`src/rtl/sensor_decimator.sv`:
```
// Block-averaging decimator: sums 2^LOG2_N samples per frame, rounds half-up to
// BW_OUT bits and hands the result over through a one-entry valid/ready register.
module sensor_decimator #(
    parameter int BW_IN  = 5,
    parameter int BW_OUT = 3,
    parameter int LOG2_N = 2
) (
    input  logic              clk,
    input  logic              rst_n,
    input  logic              data_is_signed,
    input  logic              clr,
    input  logic              in_valid,
    output logic              in_ready,
    input  logic [BW_IN-1:0]  in_data,
    output logic              out_valid,
    input  logic              out_ready,
    output logic [BW_OUT-1:0] out_data,
    output logic              frame_busy
);

    localparam int ACC_W = BW_IN + LOG2_N;
    localparam int SHIFT = ACC_W - BW_OUT;

    typedef enum logic {S_EMPTY, S_FULL} state_t;

    state_t              r_state;
    state_t              w_state_nxt;
    logic [ACC_W-1:0]    r_acc;
    logic [LOG2_N-1:0]   r_cnt;
    logic                r_mode;
    logic [BW_OUT-1:0]   r_out;

    logic                w_mode;
    logic                w_last;
    logic                w_accept;
    logic                w_frame_done;
    logic                w_pop;
    logic [ACC_W-1:0]    w_ext;
    logic [ACC_W-1:0]    w_sum;
    logic [BW_OUT-1:0]   w_round;

    // The first sample of a frame is extended with the live mode input, later ones with the latch.
    assign w_mode  = (r_cnt == '0) ? data_is_signed : r_mode;
    assign w_ext   = w_mode ? {{LOG2_N{in_data[BW_IN-1]}}, in_data}
                            : {{LOG2_N{1'b0}}, in_data};
    assign w_sum   = r_acc + w_ext;
    assign w_round = w_sum[ACC_W-1:SHIFT] + BW_OUT'(w_sum[SHIFT-1]);

    assign w_last       = (r_cnt == '1);
    assign w_pop        = out_valid & out_ready;
    assign in_ready     = !clr && !(w_last && out_valid && !out_ready);
    assign w_accept     = in_valid & in_ready;
    assign w_frame_done = w_accept & w_last;

    assign out_valid  = (r_state == S_FULL);
    assign out_data   = r_out;
    assign frame_busy = (r_cnt != '0);

    always_comb begin
        w_state_nxt = r_state;
        case (r_state)
            S_EMPTY: if (w_frame_done) w_state_nxt = S_FULL;
            S_FULL:  if (w_pop && !w_frame_done) w_state_nxt = S_EMPTY;
            default: w_state_nxt = S_EMPTY;
        endcase
    end

    always_ff @(posedge clk or negedge rst_n) begin
        if (!rst_n) r_state <= S_EMPTY;
        else        r_state <= w_state_nxt;
    end

    always_ff @(posedge clk or negedge rst_n) begin
        if (!rst_n) begin
            r_acc  <= '0;
            r_cnt  <= '0;
            r_mode <= 1'b0;
            r_out  <= '0;
        end else begin
            if (clr) begin
                r_acc <= '0;
                r_cnt <= '0;
            end else if (w_accept) begin
                if (w_last) begin
                    r_acc <= '0;
                    r_cnt <= '0;
                end else begin
                    r_acc <= w_sum;
                    r_cnt <= r_cnt + LOG2_N'(1);
                end
            end
            if (w_accept && (r_cnt == '0)) r_mode <= data_is_signed;
            if (w_frame_done)              r_out  <= w_round;
        end
    end

endmodule

```
`config.mk`:
```
export PLATFORM = sky130hd
export DESIGN_NAME = sensor_decimator
export DESIGN_NICKNAME = d
export VERILOG_FILES = /design/src/rtl/sensor_decimator.sv
export SDC_FILE = /design/constraint.sdc
export NUM_CORES = 1
export LEC_CHECK = 0
export BUFFER_PORTS_ARGS = -buffer_cell sky130_fd_sc_hd__buf_2
export CAP_MARGIN = 20
export CORE_MARGIN = 2
export CORE_UTILIZATION = 45
export CTS_BUF_LIST = sky130_fd_sc_hd__clkbuf_4 sky130_fd_sc_hd__clkbuf_8
export DETAILED_ROUTE_END_ITERATION = 7
export GPL_TIMING_DRIVEN = 0
export HOLD_SLACK_MARGIN = 0.06
export PLACE_DENSITY = 0.66
export SYNTH_ARGS = -nofsm -noshare
export SYNTH_HDL_FRONTEND = slang
export SYNTH_SLANG_ARGS = --single-unit
```
`constraint.sdc`:
```
create_clock -name clk -period 5.1 [get_ports clk]
set_input_delay 1.275 -clock clk [delete_from_list [all_inputs] [get_ports clk]]
set_output_delay 1.275 -clock clk [all_outputs]
set_load 0.05 [all_outputs]
```
### Word level (Yosys, flattened, before mapping)

Index checks and enable logic that the tools add are counted.

| operators by class | value |
|---|---|
| bitwise operators | 4 |
| reduce and logical (&&, ||, !) cells | 12 |
| muxes and demuxes | 11 |
| equal/unequal tests | 1 |
| $add $sub $neg | 3 |

Operator list:

| cell | count |
|---|---|
| $mux W7 | 4 |
| $add A7 B7 Y7 | 1 |
| $mux W2 | 3 |
| $logic_and A1 B1 Y1 | 5 |
| $logic_not A1 Y1 | 4 |
| $reduce_bool A2 Y1 | 2 |
| $add A3 B1 Y3 | 1 |
| $and A1 B1 Y1 | 3 |
| $mux W1 | 3 |
| $add A2 B1 Y2 const B | 1 |
| $eq A2 B2 Y1 const B | 1 |
| $logic_not A2 Y1 | 1 |
| $pmux W1 S2 | 1 |
| $not A1 Y1 | 1 |

| storage, ports and cells | value |
|---|---|
| output and inout bits | 6 |
| bits of input ports | 11 |
| flip-flop bits (word level) | 14 |
| logic and storage cells | 36 |

### Logic depth before layout (Yosys ltp)

Gate-level depths: netlist of the first run.

| logic depth | value |
|---|---|
| depth after elaboration | 11 |
| mapped depth | 11 |
| gate-level depth less buffers | 11 |

### Worst setup path after synthesis of the first run

OpenSTA, ideal clock, no wires.

| path | value |
|---|---|
| kind | input to output |
| from | input port out_ready |
| to | output port in_ready |
| path buffers | 0 |
| stages on the path | 2 |
| setup slack | 1.724 ns |
| data arrival time | 2.101 ns |
| required time | 3.825 ns |
| cell sequence | nor2b_1 > a21oi_1 |

| between the ends | value |
|---|---|
| longest elaborated chain between the ends | 4 |

Ends and longest elaborated chain:

| element | line | text |
|---|---|---|
| start: declaration | 16 | `input logic out_ready,` |
| $logic_not A1 Y1 | 51 | `assign in_ready = !clr && !(w_last && out_valid && !out_ready);` |
| $logic_and A1 B1 Y1 | 51 |  |
| $logic_not A1 Y1 | 51 |  |
| $logic_and A1 B1 Y1 | 51 |  |
| end: declaration | 13 | `output logic in_ready,` |

Every way passes these cells.

### Worst setup path after layout of the first run

| path | value |
|---|---|
| from | input port in_data[0] |
| to | register r_out[2] (netlist: out_data[2]) |

| between the ends | value |
|---|---|
| longest elaborated chain between the ends | 3 |

Ends and longest elaborated chain:

| element | line | text |
|---|---|---|
| start: declaration | 14 | `input logic [BW_IN-1:0] in_data,` |
| $mux W7 | 44 | `assign w_ext = w_mode ? {{LOG2_N{in_data[BW_IN-1]}}, in_data}` |
| $add A7 B7 Y7 | 46 | `assign w_sum = r_acc + w_ext;` |
| $add A3 B1 Y3 | 47 | `assign w_round = w_sum[ACC_W-1:SHIFT] + BW_OUT'(w_sum[SHIFT-1]);` |
| end signal: assignment | 93 | `if (w_frame_done) r_out <= w_round;` |
| end: declaration | 31 | `logic [BW_OUT-1:0] r_out;` |

Every way passes these cells.
A chain may end at the register's enable or synchronous reset.

==> results of run 1 <==
-- per-stage QoR --
stage | area, µm² | util (%) | setup slack, ns | total power [W]
after floorplan | 964.7 | - | 1.724 | 0.0002716
after global placement | 1079 | 53.87 | 1.537 | 0.0003050
after detailed placement | 1079 | 53.87 | 1.505 | 0.0003097
after CTS | 1115 | 55.69 | 1.777 | 0.0003927
after global routing | 1115 | 55.69 | 1.674 | 0.0004174
final | 1115 | 55.69 | 1.777 | 0.0003879
-- critical path, stage by stage --
cell and delay [ns]:
buf_2 0.08, ha_1 0.16, inv_1 0.05, fa_1 0.44
nor2b_4 0.14, o31a_1 0.19, a21oi_1 0.09, ha_1 0.21
ha_1 0.21, xor2_1 0.17, or4_1 0.43, o211ai_2 0.09
-- sequential cells by signal, summed over array words and instances, names as in the netlist --
signal     flops
r_acc          7
out_valid      1
r_mode         1
out_data       3
r_cnt          2
-- layout make-up --
cell class                      instances  share of cell area [%]
Clock buffer                            4                   3.255
Tap cell                               27                   3.030
Multi-Input combinational cell         70                   51.96
Timing Repair Buffer                   16                   7.183
Inverter                                8                   2.694
Buffer                                  1                  0.4489
Sequential cell                        14                   31.43
-- where the power goes --
group          internal (W)  leakage [nW]  switching (W)   total, W
registers          0.000132         0.185      0.0000129   0.000145
logic             0.0000652         0.373      0.0000970   0.000162
clock network     0.0000434        0.0210      0.0000371  0.0000806
-- logic make-up (layout without fill, tap and decap cells) --
family / count (synthesis) / count (layout) / share of synthesized area, %
fa+ha+maj: 11 / 11 / 15.05
simple gates: 27 / 27 / 17.12
xor+xnor: 5 / 5 / 4.539
mux: 4 / 4 / 4.539
compound gates: 23 / 23 / 18.81
buf+inv: 9 / 29 / 3.631
flops: 14 / 14 / 36.32
-- worst min path at each step --
| stage | from | to | slack [ns] | cells after the start |
|---|---|---|---|---|
| 3_5_place_dp | out_data[2]$_DFFE_PN0P_ | out_data[2]$_DFFE_PN0P_ | 0.48 | 2 |
| 3_3_place_gp | out_data[2]$_DFFE_PN0P_ | out_data[2]$_DFFE_PN0P_ | 0.47 | 2 |
| 5_1_grt | out_data[0]$_DFFE_PN0P_ | out_data[0]$_DFFE_PN0P_ | 0.53 | 1 |
| 2_1_floorplan | r_acc[0]$_DFFE_PN0P_ | r_acc[0]$_DFFE_PN0P_ | 0.48 | 1 |
| 6_report | out_data[2]$_DFFE_PN0P_ | out_data[2]$_DFFE_PN0P_ | 0.50 | 2 |
| 4_1_cts | out_data[2]$_DFFE_PN0P_ | out_data[2]$_DFFE_PN0P_ | 0.50 | 2 |
-- metal layers --
layer  share of wire [%]  vias to the layer above  GRT usage, %  wire [µm]
met2                  45                       15         23.25        807
met3                 4.0                        2         5.655         71
li1                    -                      377             -          -
met1                  50                      344         21.91        894
met5                   0                        -             0          0
met4                 1.3                        0         5.405         23
-- placed cells by master (no fill, tap or decap) --
cell,n
o21bai_1,1
ha_1,10
mux2i_1,1
xnor2_1,4
nand4b_1,1
nand4bb_1,1
o21a_1,1
a21o_1,2
a2bb2oi_1,1
nand2b_1,1
xor2_1,1
nor2b_4,1
o31a_1,1
buf_2,17
nand2_1,5
nor2b_1,6
nand4_1,1
clkbuf_8,1
fa_1,1
clkbuf_4,3
a221oi_1,1
o311a_4,1
nand3_1,4
inv_1,8
or2_2,1
nor3b_1,1
nor2_1,3
o21ai_0,2
o211ai_2,1
a21oi_1,6
a211oi_1,1
mux2_2,3
dfrtp_1,14
or4_1,1
nor4bb_1,1
a22o_1,5
==> impl_metrics.tcl, run 1 <==
set metrics [dict create \
    seq_area_frac_synth_pct 36.32 \
    ys_ff_latch 14 \
    critPathRequiredTime_ns 5.31 \
    clk-insertion-delay-late_ns 0.28 \
    grt_first_pass_wirelength_mm 3.022 \
    cts_tree "built" \
    async_flop_share_pct 100.0 \
    totalWireLength_mm 1.797 \
    grt_max_degree 15 \
    std_cell_rows 16 \
    ys_types 34 \
    hold_viol_final 0 \
    multi_input_area_um2 579.3 \
    cp-startpoint "in_data[0]" \
    cts_max_level 1 \
    cts-resized-gates 0 \
    clk_pin_slew_worst_paths_ns 0.08 \
    crit_type "in -> reg" \
    drc 0 \
    post_drt_wl_per_cell_um 12.84 \
    start_kind "input port" \
    crit_path_max_fanout 3 \
    rr_endpoint "out_data[2]$_DFFE_PN0P_" \
    avgSynthCellArea_um2 10.37 \
    synth_area_um2 964.7 \
    fp.dieArea_mm2 0.002530 \
    r2r-start "r_acc[0]$_DFFE_PN0P_" \
    synth_edf_count 0 \
    yosysWarnings 0 \
    postCtsHoldBufs 0 \
    num_io_pins 17 \
    status "complete, no violations" \
    grt_use_total_pct 15.97 \
    layout-drive-gt1-share_pct 24.78 \
    reg2reg_slack_ns 2.49 \
    ys_dominant_reg_cell "dfrtp_1" \
    synth.most_common_cell "dfrtp_1" \
    yosysTopAreaCellShare_pct 36.32 \
    cts_buffer_depth 2 \
    maxCapViolations 0 \
    synthTopCellsByArea "dfrtp_1, ha_1, a22o_1" \
    regArea_um2 350.3 \
    postSynthNetCount 115 \
    cts_root_buf "clkbuf_4" \
    r2r.worst_path.cells 11 \
    gr-total-overflow 0 \
    initial_utilization_pct 48.19 \
    worst_pin_slew_ns 0.6277 \
    fin_hold_ws_ns 0.4952 \
    leakage_nw 0.5795 \
    fin_setup_tns_ns 0 \
    synth_top_area_cell "dfrtp_1" \
    slew_headroom_pct 58.15 \
    slew_viol_final 0 \
    dpl.cell_count 136 \
    die_h_um 50.30 \
    antenna_found_initial 0 \
    diodes 0 \
    gp_congestion 0.8259 \
    p_per_area_mw_per_mm2 347.9 \
    grt_setup_unrepaired "false" \
    netlist_top_cells_count "dfrtp_1, ha_1, inv_1" \
    syn_to_final_growth_pct 15.56 \
    stdcell_count 140 \
    postRouteAntennaNets 0 \
    clock-sinks 14 \
    vias_per_cell 5.271 \
    drt_pass1_iterations 4 \
    fin_nets 136 \
    finalClockSkew_ns 0.006266 \
    worstSetupEndpointType "flip-flop" \
    num_vias 738 \
    grt_pass1_vias 688 \
    finalSetupViolations 0 \
    syn_inst 93 \
    dpl.hpwl_mm 1.376 \
    die_x_um 50.30 \
    crit_end "out_data[2]$_DFFE_PN0P_" \
    numCtsBuffers 3 \
    fin_crit_sh_pct 65.16 \
    timing.fmax_mhz 300.9 \
    peakVddDrop_v 0.0002931 \
    drt-initial-drc-count 11 \
    fillers 194 \
    cts.repair_timing.setup_buffer_count 0 \
    hold_path_class "reg -> reg" \
    portBuffers 16 \
    coreArea_mm2 0.002002 \
    arrival_ns 3.53 \
    finalCriticalPeriod_ns 3.323 \
]
Note: power is estimated with default switching activity, not from simulation.
==> run 2, diff against run 1 <==
PLACE_DENSITY = 0.69   (was 0.66)
clock period = 2.7 ns   (was 5.1 ns; I/O delays follow)
==> run 2 against run 1 <==
Wire length up 1.9%. Final area up 2.7%. Highest routed layer unchanged. Combinational power up 93%. Final cell count up 1.4%. Critical path depth unchanged. Flip-flop and latch count unchanged. Non-clock buffer count up 2. Sequential share of layout area down 0.82 points. Sequential power up 89%.
==> impl_metrics.tcl, run 2 (synthesis results as in run 1) <==
set metrics [dict create \
    vias_per_cell 5.366 \
    grt_max_degree 15 \
    grt_use_total_pct 17.39 \
    largest_register_ffs 7 \
    fillers 187 \
    die_x_um 50.30 \
    cpPeakStageDelay_ns 0.42 \
    cp_slowest_cell "or4_4" \
    grt_pass1_vias 782 \
    cts_tree "built" \
    drt_pass1_iterations 4 \
    peakVddDrop_v 0.0004475 \
    postCtsHoldBufs 0 \
    finalSetupViolations 0 \
    p_per_area_mw_per_mm2 645.9 \
    crit_type "in -> reg" \
    met2_length_um 840 \
    num_vias 762 \
    power.total_w 0.0007394 \
    grt_first_pass_wirelength_mm 3.256 \
    finalClockSkew_ns 0.005109 \
    numCtsBuffers 3 \
    clock-sinks 14 \
    fin_nets 138 \
    drc 0 \
    syn_to_final_growth_pct 18.68 \
    critPathRequiredTime_ns 2.92 \
    post_drt_wl_per_cell_um 12.90 \
    initial_utilization_pct 48.19 \
    worstSetupEndpointType "flip-flop" \
    crit_chain "buf_2 -> ha_1 -> inv_1 -> fa_2 -> nor2b_4 -> o31a_1 -> a21oi_2 -> ha_1 -> ha_1 -> xor2_1 -> or4_4 -> o211ai_2" \
    worst_pin_slew_ns 0.6315 \
    crit_buf_inv 2 \
    grt_setup_unrepaired "false" \
    cts_root_buf "clkbuf_4" \
    antenna_found_initial 0 \
    final_cell_mix "buf_2, dfrtp_1, ha_1" \
    die_h_um 50.30 \
    top_layer "met4" \
    slew_viol_final 0 \
    start_kind "input port" \
    timing.fmax_mhz 388.0 \
    postRouteAntennaNets 0 \
    final_common_cell "buf_2" \
    critPathMostFrequentCell "ha_1" \
    layout-drive-gt1-share_pct 30.43 \
    num_io_pins 17 \
    drt-initial-drc-count 11 \
    leakage_nw 0.5898 \
    status "complete, no violations" \
    gr-total-overflow 0 \
    std_cell_rows 16 \
    cts_max_level 1 \
    portBuffers 16 \
    stdcell_area_mm2 0.001145 \
    regMostFlops "r_acc" \
    hold_viol_final 0 \
    clk-insertion-delay-late_ns 0.29 \
    dpl.hpwl_mm 1.383 \
    fin_crit_sh_pct 95.45 \
    totalWireLength_mm 1.832 \
    maxCapViolations 0 \
    slew_headroom_pct 57.90 \
    hold_path_class "in -> async" \
    placed_area_mm2 0.001081 \
    wl_met3_um 63 \
    cp_top_family "adder cells" \
    arrival_ns 2.79 \
    wl_met1_um 890 \
    cts_buffer_depth 2 \
    fp.dieArea_mm2 0.002530 \
    clk_pin_slew_worst_paths_ns 0.09 \
    diodes 0 \
    finalCriticalPeriod_ns 2.577 \
    crit_path_max_fanout 2 \
    coreArea_mm2 0.002002 \
    gp_congestion 0.7649 \
]
## run 2: cell count changes in the layout (fill, tap and decap cells not counted), sizes merged
cell | before | now
buf | 17 | 19
## run 2: worst paths after layout
kind / end / cells after the start / slack (ns) / from
setup / recovery: out_data[2]$_DFFE_PN0P_ / 12 / 0.12 / in_data[0]
hold / removal: out_valid$_DFF_PN0_ / 1 / 0.27 / rst_n
setup reg to reg: out_data[2]$_DFFE_PN0P_ / 10 / 0.19 / r_cnt[0]$_DFFE_PN0P_
hold reg to reg: out_data[2]$_DFFE_PN0P_ / 2 / 0.49 / out_data[2]$_DFFE_PN0P_
max in group asynchronous: r_acc[2]$_DFFE_PN0P_ / 1 / 2.18 / rst_n
min in group clk: out_data[2]$_DFFE_PN0P_ / 2 / 0.49 / out_data[2]$_DFFE_PN0P_
## run 2: final cells by class
cell class	instances	area, µm²	area share, %
tap	27	33.78	2.951
inverter	8	30.03	2.623
buffer	1	5.005	0.4372
multi-input combinational	70	594.3	51.91
timing repair buffer	18	95.09	8.306
sequential	14	350.3	30.60
clock buffer	4	36.28	3.169
## run 2: power by group
group	leakage (nW)	internal, W	switching, W
logic	0.383	0.000128	0.000185
clock network	0.0210	0.0000822	0.0000702
registers	0.185	0.000250	0.0000242
total	0.590	0.000460	0.000279
## run 2: repair_timing
| item | 4_1_cts | 5_1_grt |
|---|---|---|
| setup endpoints to repair | 0 | 1 |
| gates resized for setup | 0 | 4 |
| buffers inserted | 0 | 2 |
## run 2: layer usage
layer | vias up | track usage, %
met4 | 0 | 8.108
met1 | 365 | 19.02
met2 | 9 | 30.48
met3 | 5 | 5.357
met5 | - | 0
li1 | 383 | -
## run 2: metrics by stage
stage	hold slack, ns	utilization [%]	cells	worst slack [ns]	setup TNS (ns)
after floorplan	0.3794	-	93	0.009604	0
after global placement	0.4716	54.00	136	-0.1934	-0.1934
after detailed placement	0.4716	54.00	136	-0.2314	-0.2314
after CTS	0.2648	55.81	140	0.08191	0
after global routing	0.2854	57.19	142	0.008860	0
final	0.2685	57.19	142	0.1230	0
